File: src/rtl/video_pattern_gen.sv
// Parametrised video timing and test-pattern generator for the clk_pixel domain, feeding vga2dvid.
// Optional build macro VIDEO_PATTERN_BORDER_EN adds a 1-pixel white border around the active area.
module video_pattern_gen #(
  parameter int C_resolution_x      = 1280,
  parameter int C_hsync_front_porch = 82,
  parameter int C_hsync_pulse       = 80,
  parameter int C_hsync_back_porch  = 216,
  parameter int C_resolution_y      = 720,
  parameter int C_vsync_front_porch = 3,
  parameter int C_vsync_pulse       = 5,
  parameter int C_vsync_back_porch  = 22,
  parameter bit C_hsync_pol         = 1'b1,
  parameter bit C_vsync_pol         = 1'b1,
  parameter int C_check_log2        = 5,
  parameter int C_cnt_bits          = 12
) (
  input  logic                  clk_pixel,
  input  logic                  rst_n,
  input  logic [2:0]            mode,
  input  logic [23:0]           solid_rgb,
  output logic [7:0]            vga_r,
  output logic [7:0]            vga_g,
  output logic [7:0]            vga_b,
  output logic                  vga_hsync,
  output logic                  vga_vsync,
  output logic                  vga_blank,
  output logic [C_cnt_bits-1:0] pos_x,
  output logic [C_cnt_bits-1:0] pos_y,
  output logic [15:0]           frame_cnt
);

  localparam int H_TOTAL = C_resolution_x + C_hsync_front_porch + C_hsync_pulse + C_hsync_back_porch;
  localparam int V_TOTAL = C_resolution_y + C_vsync_front_porch + C_vsync_pulse + C_vsync_back_porch;

  localparam logic [C_cnt_bits-1:0] H_ACT    = C_cnt_bits'(C_resolution_x);
  localparam logic [C_cnt_bits-1:0] H_SYNC_S = C_cnt_bits'(C_resolution_x + C_hsync_front_porch);
  localparam logic [C_cnt_bits-1:0] H_SYNC_E = C_cnt_bits'(C_resolution_x + C_hsync_front_porch + C_hsync_pulse);
  localparam logic [C_cnt_bits-1:0] H_LAST   = C_cnt_bits'(H_TOTAL - 1);
  localparam logic [C_cnt_bits-1:0] V_ACT    = C_cnt_bits'(C_resolution_y);
  localparam logic [C_cnt_bits-1:0] V_SYNC_S = C_cnt_bits'(C_resolution_y + C_vsync_front_porch);
  localparam logic [C_cnt_bits-1:0] V_SYNC_E = C_cnt_bits'(C_resolution_y + C_vsync_front_porch + C_vsync_pulse);
  localparam logic [C_cnt_bits-1:0] V_LAST   = C_cnt_bits'(V_TOTAL - 1);
  localparam logic [C_cnt_bits-1:0] BAR_W    = C_cnt_bits'(C_resolution_x / 8);
  localparam logic [C_cnt_bits-1:0] MBAR_W   = C_cnt_bits'(16);

  logic [C_cnt_bits-1:0] hcnt_q, hcnt_d;
  logic [C_cnt_bits-1:0] vcnt_q, vcnt_d;
  logic [15:0]           frame_cnt_q, frame_cnt_d;
  logic [2:0]            mode_q, mode_d;
  logic [23:0]           rgb_q, rgb_d;
  logic                  hsync_q, hsync_d;
  logic                  vsync_q, vsync_d;
  logic                  blank_q, blank_d;
  logic [C_cnt_bits-1:0] pos_x_q, pos_y_q;

  logic                  line_end, frame_end, frame_start, active;
  logic [2:0]            bar_sel;
  logic [C_cnt_bits-1:0] mbar_off;
  logic [23:0]           pat_rgb;

  always_comb begin
    line_end    = (hcnt_q == H_LAST);
    frame_end   = line_end && (vcnt_q == V_LAST);
    frame_start = (hcnt_q == '0) && (vcnt_q == '0);
    active      = (hcnt_q < H_ACT) && (vcnt_q < V_ACT);

    hcnt_d      = line_end ? '0 : hcnt_q + 1'b1;
    vcnt_d      = vcnt_q;
    if (line_end) vcnt_d = (vcnt_q == V_LAST) ? '0 : vcnt_q + 1'b1;
    frame_cnt_d = frame_end ? frame_cnt_q + 16'd1 : frame_cnt_q;
    // The frame's first pixel already uses the freshly sampled mode.
    mode_d      = frame_start ? mode : mode_q;
  end

  always_comb begin
    bar_sel  = 3'(hcnt_q / BAR_W);
    mbar_off = hcnt_q - C_cnt_bits'(frame_cnt_q);
    pat_rgb  = 24'h000000;
    case (mode_d)
      3'd0: pat_rgb = {{8{~bar_sel[1]}}, {8{~bar_sel[2]}}, {8{~bar_sel[0]}}};
      3'd1: pat_rgb = {24{hcnt_q[C_check_log2] ^ vcnt_q[C_check_log2]}};
      3'd2: pat_rgb = {8'(hcnt_q), 8'(vcnt_q), frame_cnt_q[7:0]};
      3'd3: pat_rgb = solid_rgb;
      3'd4: pat_rgb = {24{mbar_off < MBAR_W}};
      default: pat_rgb = 24'h000000;
    endcase
`ifdef VIDEO_PATTERN_BORDER_EN
    if (hcnt_q == '0 || hcnt_q == H_ACT - 1'b1 || vcnt_q == '0 || vcnt_q == V_ACT - 1'b1)
      pat_rgb = 24'hFFFFFF;
`endif
  end

  always_comb begin
    rgb_d   = active ? pat_rgb : 24'h000000;
    blank_d = ~active;
    hsync_d = ((hcnt_q >= H_SYNC_S) && (hcnt_q < H_SYNC_E)) ? C_hsync_pol : ~C_hsync_pol;
    vsync_d = ((vcnt_q >= V_SYNC_S) && (vcnt_q < V_SYNC_E)) ? C_vsync_pol : ~C_vsync_pol;
  end

  always_ff @(posedge clk_pixel or negedge rst_n) begin
    if (!rst_n) begin
      hcnt_q      <= '0;
      vcnt_q      <= '0;
      frame_cnt_q <= 16'd0;
      mode_q      <= 3'd0;
      rgb_q       <= 24'h000000;
      blank_q     <= 1'b1;
      hsync_q     <= ~C_hsync_pol;
      vsync_q     <= ~C_vsync_pol;
      pos_x_q     <= '0;
      pos_y_q     <= '0;
    end else begin
      hcnt_q      <= hcnt_d;
      vcnt_q      <= vcnt_d;
      frame_cnt_q <= frame_cnt_d;
      mode_q      <= mode_d;
      rgb_q       <= rgb_d;
      blank_q     <= blank_d;
      hsync_q     <= hsync_d;
      vsync_q     <= vsync_d;
      pos_x_q     <= hcnt_q;
      pos_y_q     <= vcnt_q;
    end
  end

  assign vga_r     = rgb_q[23:16];
  assign vga_g     = rgb_q[15:8];
  assign vga_b     = rgb_q[7:0];
  assign vga_hsync = hsync_q;
  assign vga_vsync = vsync_q;
  assign vga_blank = blank_q;
  assign pos_x     = pos_x_q;
  assign pos_y     = pos_y_q;
  assign frame_cnt = frame_cnt_q;

endmodule

File: config.mk
export PLATFORM = sky130hd
export DESIGN_NAME = video_pattern_gen
export DESIGN_NICKNAME = d
export VERILOG_FILES = /design/src/rtl/video_pattern_gen.sv
export SDC_FILE = /design/constraint.sdc
export NUM_CORES = 1
export LEC_CHECK = 0
export ABC_AREA = 0
export CORE_AREA = 2 2 132 134
export CTS_CLUSTER_SIZE = 28
export DETAILED_ROUTE_END_ITERATION = 7
export DIE_AREA = 0 0 134 136
export PLACE_DENSITY = 0.52
export SLEW_MARGIN = 20
export SYNTH_ARGS = -nofsm -noshare
export SYNTH_HDL_FRONTEND = slang
export SYNTH_SLANG_ARGS = --single-unit
File: constraint.sdc
create_clock -name clk_pixel -period 3.4 [get_ports clk_pixel]
set_input_delay 0.85 -clock clk_pixel [delete_from_list [all_inputs] [get_ports clk_pixel]]
set_output_delay 0.85 -clock clk_pixel [all_outputs]
set_load 0.1 [all_outputs]
==> results of run 1 <==
==> power by group through the flow <==
| stage | Combinational (mW) | Clock, mW | Sequential [mW] |
|---|---|---|---|
| 2_1_floorplan | 0.0677 | 0 | 1.32 |
| 3_3_place_gp | 0.328 | 0 | 1.17 |
| 3_5_place_dp | 0.330 | 0 | 1.17 |
| 4_1_cts | 0.330 | 1.19 | 1.15 |
| 5_1_grt | 0.344 | 1.24 | 1.15 |
| 6_report | 0.327 | 1.17 | 1.15 |
==> flip-flops by register name (all words and copies together), names as in the netlist, 3 cells and up <==
signal and count:
rgb_q 24, frame_cnt 16, hcnt_q 12, pos_x 12, pos_y 12, vcnt_q 12, mode_q 3
==> metrics by stage <==
stage,hold WS [ps],worst slack [ps]
after floorplan,349,201
after global placement,430,539
after detailed placement,443,452
after CTS,457,410
after global routing,481,153
final,462,376
==> layout make-up <==
class                           instances  share of cell area [%]
Sequential cell                        94                    36.8
Timing Repair Buffer                  113                    14.5
Clock buffer                           10                    3.58
Tap cell                              225                    4.40
Multi-Input combinational cell        357                    37.1
Clock inverter                          6                    1.72
Inverter                               32                    1.88
==> logic make-up after synthesis <==
group / Yosys count / synth area share (%)
and+or+nand+nor: 162 / 17.2
adders and majority gates: 17 / 4.28
buffers and inverters: 57 / 5.01
AOI/OAI and AO/OA: 118 / 14.3
xor gates and xnor gates: 35 / 6.16
DFF: 94 / 47.3
muxes: 25 / 5.81
==> placed cells by master, fill, tap and decap left out, drive strengths merged, types with 2 or more instances in the layout <==
cell            n
and2            7
a21o            3
clkinv          2
a22oi           2
nor2b           8
xor2            9
nand2          38
clkbuf         10
or3             9
nor3           11
o21ai          22
inv            31
clkdlybuf4s50  27
a221oi          2
a21oi          49
nand3          19
xnor2          26
o211ai          3
dfrtp          93
nand4           8
ha             17
nor4            3
o22ai           8
bufinv          3
a311o           2
and3            3
a211oi          4
mux2           19
or3b            2
a31oi          14
mux2i           6
buf            86
nand2b          6
nor2           41
clkinvlp        2
==> metal layers <==
| layer | global-route usage [%] | up-vias | wire (um) |
|---|---|---|---|
| li1 | - | 1983 | - |
| met1 | 22.7 | 1989 | 6710 |
| met2 | 26.6 | 127 | 6910 |
| met3 | 3.24 | 21 | 826 |
| met4 | 6.09 | 0 | 328 |
| met5 | 0 | - | 0 |
==> critical path, delay by kind of cell, from the launching register on <==
family / cells / cell delay [ps]
buffers and inverters: 1 / 240
multiplexers: 1 / 390
AND/OR/NAND/NOR: 3 / 1130
AO/OA/AOI/OAI: 3 / 690
flip-flops: 1 / 480
==> worst paths after layout <==
kind	start	depth (start not counted)	slack, ps	endpoint
setup reg to reg	hcnt_q[4]$_DFF_PN0_	8	380	rgb_q[12]$_DFF_PN0_
hold reg to reg	vcnt_q[1]$_DFFE_PN0N_	0	460	pos_y[1]$_DFF_PN0_
max in group asynchronous	rst_n	2	2170	vcnt_q[6]$_DFFE_PN0N_
min in group asynchronous	rst_n	1	560	pos_y[8]$_DFF_PN0_
hold / removal	vcnt_q[1]$_DFFE_PN0N_	0	460	pos_y[1]$_DFF_PN0_
setup / recovery	hcnt_q[4]$_DFF_PN0_	8	380	rgb_q[12]$_DFF_PN0_
==> results.md, run 1 <==
* Layout cell share with drive strength beyond 1 at 21.4%
* Initial antenna violation count at 0
* 1st-iter DRT viols at 307
* First-pass DRT Iterations at 5
* Final period utilization at 88.9%
* Initial Util at 29.5%
* Setup CP Type: flop to flop
* Post-CTS setup-driven buffer insertion count at 0
* Fin. Hold Viols at 0
* Sw Pwr at 0.698 mW
* CTS H-tree lvls at 3
* Clk slew on worst S/H paths at 70 ps
* Synth warn at 0
* Die area at 18200 um^2
* Fmax at 0.331 GHz
* Largest net degree at the start of global routing at 58
* NumNets Final at 653
* Most frequent cells after synthesis: 93 x dfrtp_1, 49 x a21oi_1, 38 x nand2_1
* DR vias at 4120
* Antenna cells at 0
* CTS tree: built
* Crit path top cell by count: a21oi_1
* FF+latch count, synth at 94
* Seq pwr share at 43.6%
* Vias in the first global route at 4115
* Area of the multi-input gates at 2370 um^2
* First-pass GRT wire length at 23200 um
* Dpl cells at 821
* VDD IR-drop max at 0.234 mV
* Floorplan die height at 136 um
* Crit-path max FO at 22
* Std-Cell Rows at 48
* Sequential element share of the synthesized area at 47.3%
* Core Util, Final at 37.9%
* Post-route setup TNS at 0 ps
* HPWL after DPL at 10700 um
* Setup crit end kind: flop
* CORE AREA at 16900 um^2
* Clock power frac at 44.1%
* LEAKAGE at 2.86 nW
* Min-Delay Path Class: flop to flop
* Comb pwr share at 12.4%
* Slowest cell on crit path: dfrtp_1
* DIE WIDTH at 134 um
* Synth top area cells: dfrtp_1 47%, a21oi_1 4.9%, xnor2_1 4.6%, ha_1 4.3%, nand2_1 2.9%
* Slew headroom at 42.9%
* Post-synthesis async set-or-reset flop share at 100%
* Share of the synthesized area in the top cell type at 46.8%
* Startpoint Class: flop
* CP peak stage delay at 480 ps
* Post-synth cell types at 63
* Setup violators final at 0
* Placer Congestion at 0.779
* Count leader, synth: dfrtp_1
* GRT Overall Usage at 16.7%
* Root buf cell: clkbuf_16
* Layout Cells excl Fill at 837
* Outcome: finished clean
* Congestion Overflow GR at 0
* Fin Clk Skew at 7.09 ps
* Internal power at 1.95 mW
* Net Sw Frac at 26.4%
* Number of synthesized flops with an enable pin at 0
* Max Cap Viol at 0
* Worst slew pin tran at 850 ps
* Num CTS Buffers at 9
* Reg area at 2350 um^2
* RSZ-0062 raised after global routing: false
* Worst Path Arrival at 3290 ps
* Area Overhead vs Synth at 28.5%
* Wire per inst at 17.6 um
* Antenna Nets Post-Route at 0
* Clock buffer depth at 2
* Via density at 4.92
* Cell area after synthesis at 4970 um^2
* IO Port Bufs at 95
* Syn_nets at 554
* WP data required at 3660 ps
* Synth area leader: dfrtp_1
* PwrDens at 414 nW/um^2
* Detailed Route WL at 14800 um
* Main flop type after synthesis: dfrtp_1
* Critical-path cell list: nor4_1 > nand4_2 > nor2_4 > mux2_2 > a211oi_1 > a21oi_1 > buf_4 > a21oi_1
* Placement Cell Area at 6060 um^2
* Post-Syn Instances at 508
* Avg Inst Size Synth at 9.79 um^2
* Cts hold-fix bufs at 0
* IO Pins at 96
* Number of fill cells at 1712
* Post-cts resize count at 0
* Post-route DRC at 0
* Latest clock arrival within the worst-skew pair at 350 ps
* Tot Pwr at 2.65 mW
* Final slew viol count at 0
* Clock Sink Count at 94
* Post-layout minimum cycle time at 3020 ps
* Final Instance Area at 6390 um^2
No activity file was read; power rests on OpenSTA's default activity.
==> run 2, diff against run 1 <==
Settings changed: CORE_AREA 2 2 132 134 to 3 3 100 102, CTS_BUF_LIST set to sky130_fd_sc_hd__clkbuf_4, DIE_AREA 0 0 134 136 to 0 0 103 105, PLACE_DENSITY 0.52 to 0.83.
==> results.md, run 2 (synthesis results as in run 1) <==
* CTS tree: built
* Comb pwr share at 15.4% (+3.0 points)
* Wire per inst at 17.9 um (+1.5%)
* Number of fill cells at 750 (-56%)
* Critical-path cell list: buf_4 > ha_1 > and2_1 > a311o_1 > a2111oi_2 > o21ai_0 > a22oi_2 > a21oi_1 > buf_4 > a21oi_1
* IO Pins at 96 (unchanged)
* Fin Hold WS at 413 ps (-49.5 ps)
* IO Port Bufs at 95 (unchanged)
* Startpoint Class: flop
* LEAKAGE at 2.77 nW (-3.1%)
* Dpl cells at 706 (-14%)
* Area of the multi-input gates at 2380 um^2 (+0.21%)
* Crit-path max FO at 22 (unchanged)
* Final period utilization at 90.4% (+1.5 points)
* Setup crit end kind: flop
* Top delay family on crit path: compound AO/OA/AOI/OAI gates
* Biggest register: rgb_q
* Congestion Overflow GR at 0 (unchanged)
* Seq pwr share at 54.7% (+11 points)
* CP peak stage delay at 420 ps (-60 ps)
* Via density at 5.77 (+17%)
* Num CTS Buffers at 9 (unchanged)
* CORE AREA at 9200 um^2 (-46%)
* Floorplan die height at 105 um (-23%)
* Slew headroom at 49.7% (+6.7 points)
* PwrDens at 348 nW/um^2 (-16%)
* Post-CTS setup-driven buffer insertion count at 0 (unchanged)
* Std-Cell Rows at 35 (-27%)
* Slowest cell on crit path: dfrtp_1
* Fmax at 0.325 GHz (-1.6%)
* Largest net degree at the start of global routing at 52 (-10%)
* Die area at 10800 um^2 (-41%)
* Commonest non-fill, non-tap cell in the layout: dfrtp_1
* Setup violators final at 0 (unchanged)
* Initial Util at 54.1% (+25 points)
* Clock power frac at 29.9% (-14 points)
* Worst slew pin tran at 750 ps (-100 ps)
* Placer Congestion at 0.899 (+15%)
* Min-Delay Path Class: input pin to asynchronous set/reset pin
* Post-cts resize count at 0 (unchanged)
* Core Util, Final at 65.7% (+28 points)
* HPWL after DPL at 9490 um (-11%)
* R2r setup slk at 330 ps (-50 ps)
* Initial antenna violation count at 1 (+1)
* 1st-iter DRT viols at 210 (-32%)
* Final slew viol count at 0 (unchanged)
* Max reg flops at 24 (unchanged)
* Vias in the first global route at 4077 (-0.92%)
* Cts hold-fix bufs at 0 (unchanged)
* Clock buffer depth at 2 (unchanged)
* RSZ-0062 raised after global routing: false
* DR vias at 4175 (+1.3%)
* Antenna Nets Post-Route at 0 (unchanged)
* Detailed Route WL at 12900 um (-12%)
* CTS H-tree lvls at 3 (unchanged)
* First-pass DRT Iterations at 5 (unchanged)
* Outcome: finished clean
* Post-route DRC at 0 (unchanged)
* Reg area at 2350 um^2 (unchanged)
* NumNets Final at 652 (-0.15%)
* GRT Overall Usage at 24.4% (+7.7 points)
* First-pass GRT wire length at 20700 um (-11%)
* Layout Cells excl Fill at 723 (-14%)
* Root buf cell: clkbuf_4
* Most frequent cells in the layout: 93 x dfrtp_1, 85 x buf_4, 49 x a21oi_1
* WP data required at 3720 ps (+60 ps)
* Post-layout minimum cycle time at 3070 ps (+49.6 ps)
* Clk slew on worst S/H paths at 150 ps (+80 ps)
* Sum of buffers and inverters on the critical path at 2 (+1)
* VDD IR-drop max at 0.230 mV (-1.6%)
* Clock Sink Count at 94 (unchanged)
* Area Overhead vs Synth at 21.5%
* Sw Pwr at 0.637 mW (-8.7%)
* Fin Clk Skew at 32.5 ps (+25.5 ps)
* Setup CP Type: flop to flop
* Worst Path Arrival at 3390 ps (+100 ps)
* Latest clock arrival within the worst-skew pair at 440 ps (+90 ps)
* Internal power at 1.47 mW (-25%)
* Fin. Hold Viols at 0 (unchanged)
* Max Cap Viol at 0 (unchanged)
* Post-route setup TNS at 0 ps (unchanged)
* Layout cell share with drive strength beyond 1 at 21.6% (+0.20 points)
* Net Sw Frac at 30.3% (+3.9 points)
* DIE WIDTH at 103 um (-23%)
-- run 2: path summary, 6_finish.rpt --
path                                         from                  endpoint  cells past startpoint
min in group clk_pixel     vcnt_q[11]$_DFFE_PN0N_       pos_y[11]$_DFF_PN0_                      0
setup / recovery              hcnt_q[5]$_DFF_PN0_       rgb_q[23]$_DFF_PN0_                     10
hold / removal                              rst_n  frame_cnt[4]$_DFFE_PN0P_                      1
max in group asynchronous                   rst_n     vcnt_q[6]$_DFFE_PN0N_                      2
setup reg to reg              hcnt_q[5]$_DFF_PN0_       rgb_q[23]$_DFF_PN0_                     10
hold reg to reg            vcnt_q[11]$_DFFE_PN0N_       pos_y[11]$_DFF_PN0_                      0
-- run 2: worst register-to-register path: stages, from the launching register on --
cell and delay [ps]:
dfrtp_1 420, buf_4 190, ha_1 340, and2_1 180
a311o_1 380, a2111oi_2 420, o21ai_0 180, a22oi_2 260
a21oi_1 110, buf_4 240, a21oi_1 240
-- run 2: metal layers --
metal	track usage, %	vias to the layer above	wire length [um]
met5	0	-	0
met4	6.85	0	204
met3	3.40	16	614
met2	39.1	131	6340
met1	34.2	2045	5790
li1	-	1983	-
-- run 2: cell type report --
cell class / instances / area share, %
multi-input cells: 357 / 39.3
flip-flops and latches: 94 / 38.9
repair buffers: 112 / 15.0
well taps: 111 / 2.30
inverters: 32 / 1.99
clock buffers: 10 / 1.24
clock inverters: 6 / 1.16
diodes: 1 / 0.0414
-- run 2: power groups by stage --
stage	clock [mW]	combinational, mW	sequential, mW
after floorplan	0	0.0677	1.32
after global placement	0	0.324	1.17
after detailed placement	0	0.326	1.17
after CTS	0.641	0.327	1.15
after global routing	0.684	0.340	1.15
final	0.629	0.325	1.15
-- run 2: stage by stage --
step | worst slack, ps | total power, mW | area [um^2]
finish | 327 | 2.10 | 6050
global route | 192 | 2.18 | 6050
CTS | 200 | 2.12 | 6040
detailed placement | 212 | 1.50 | 5890
global placement | 204 | 1.50 | 5890
floorplan | 201 | 1.38 | 4970
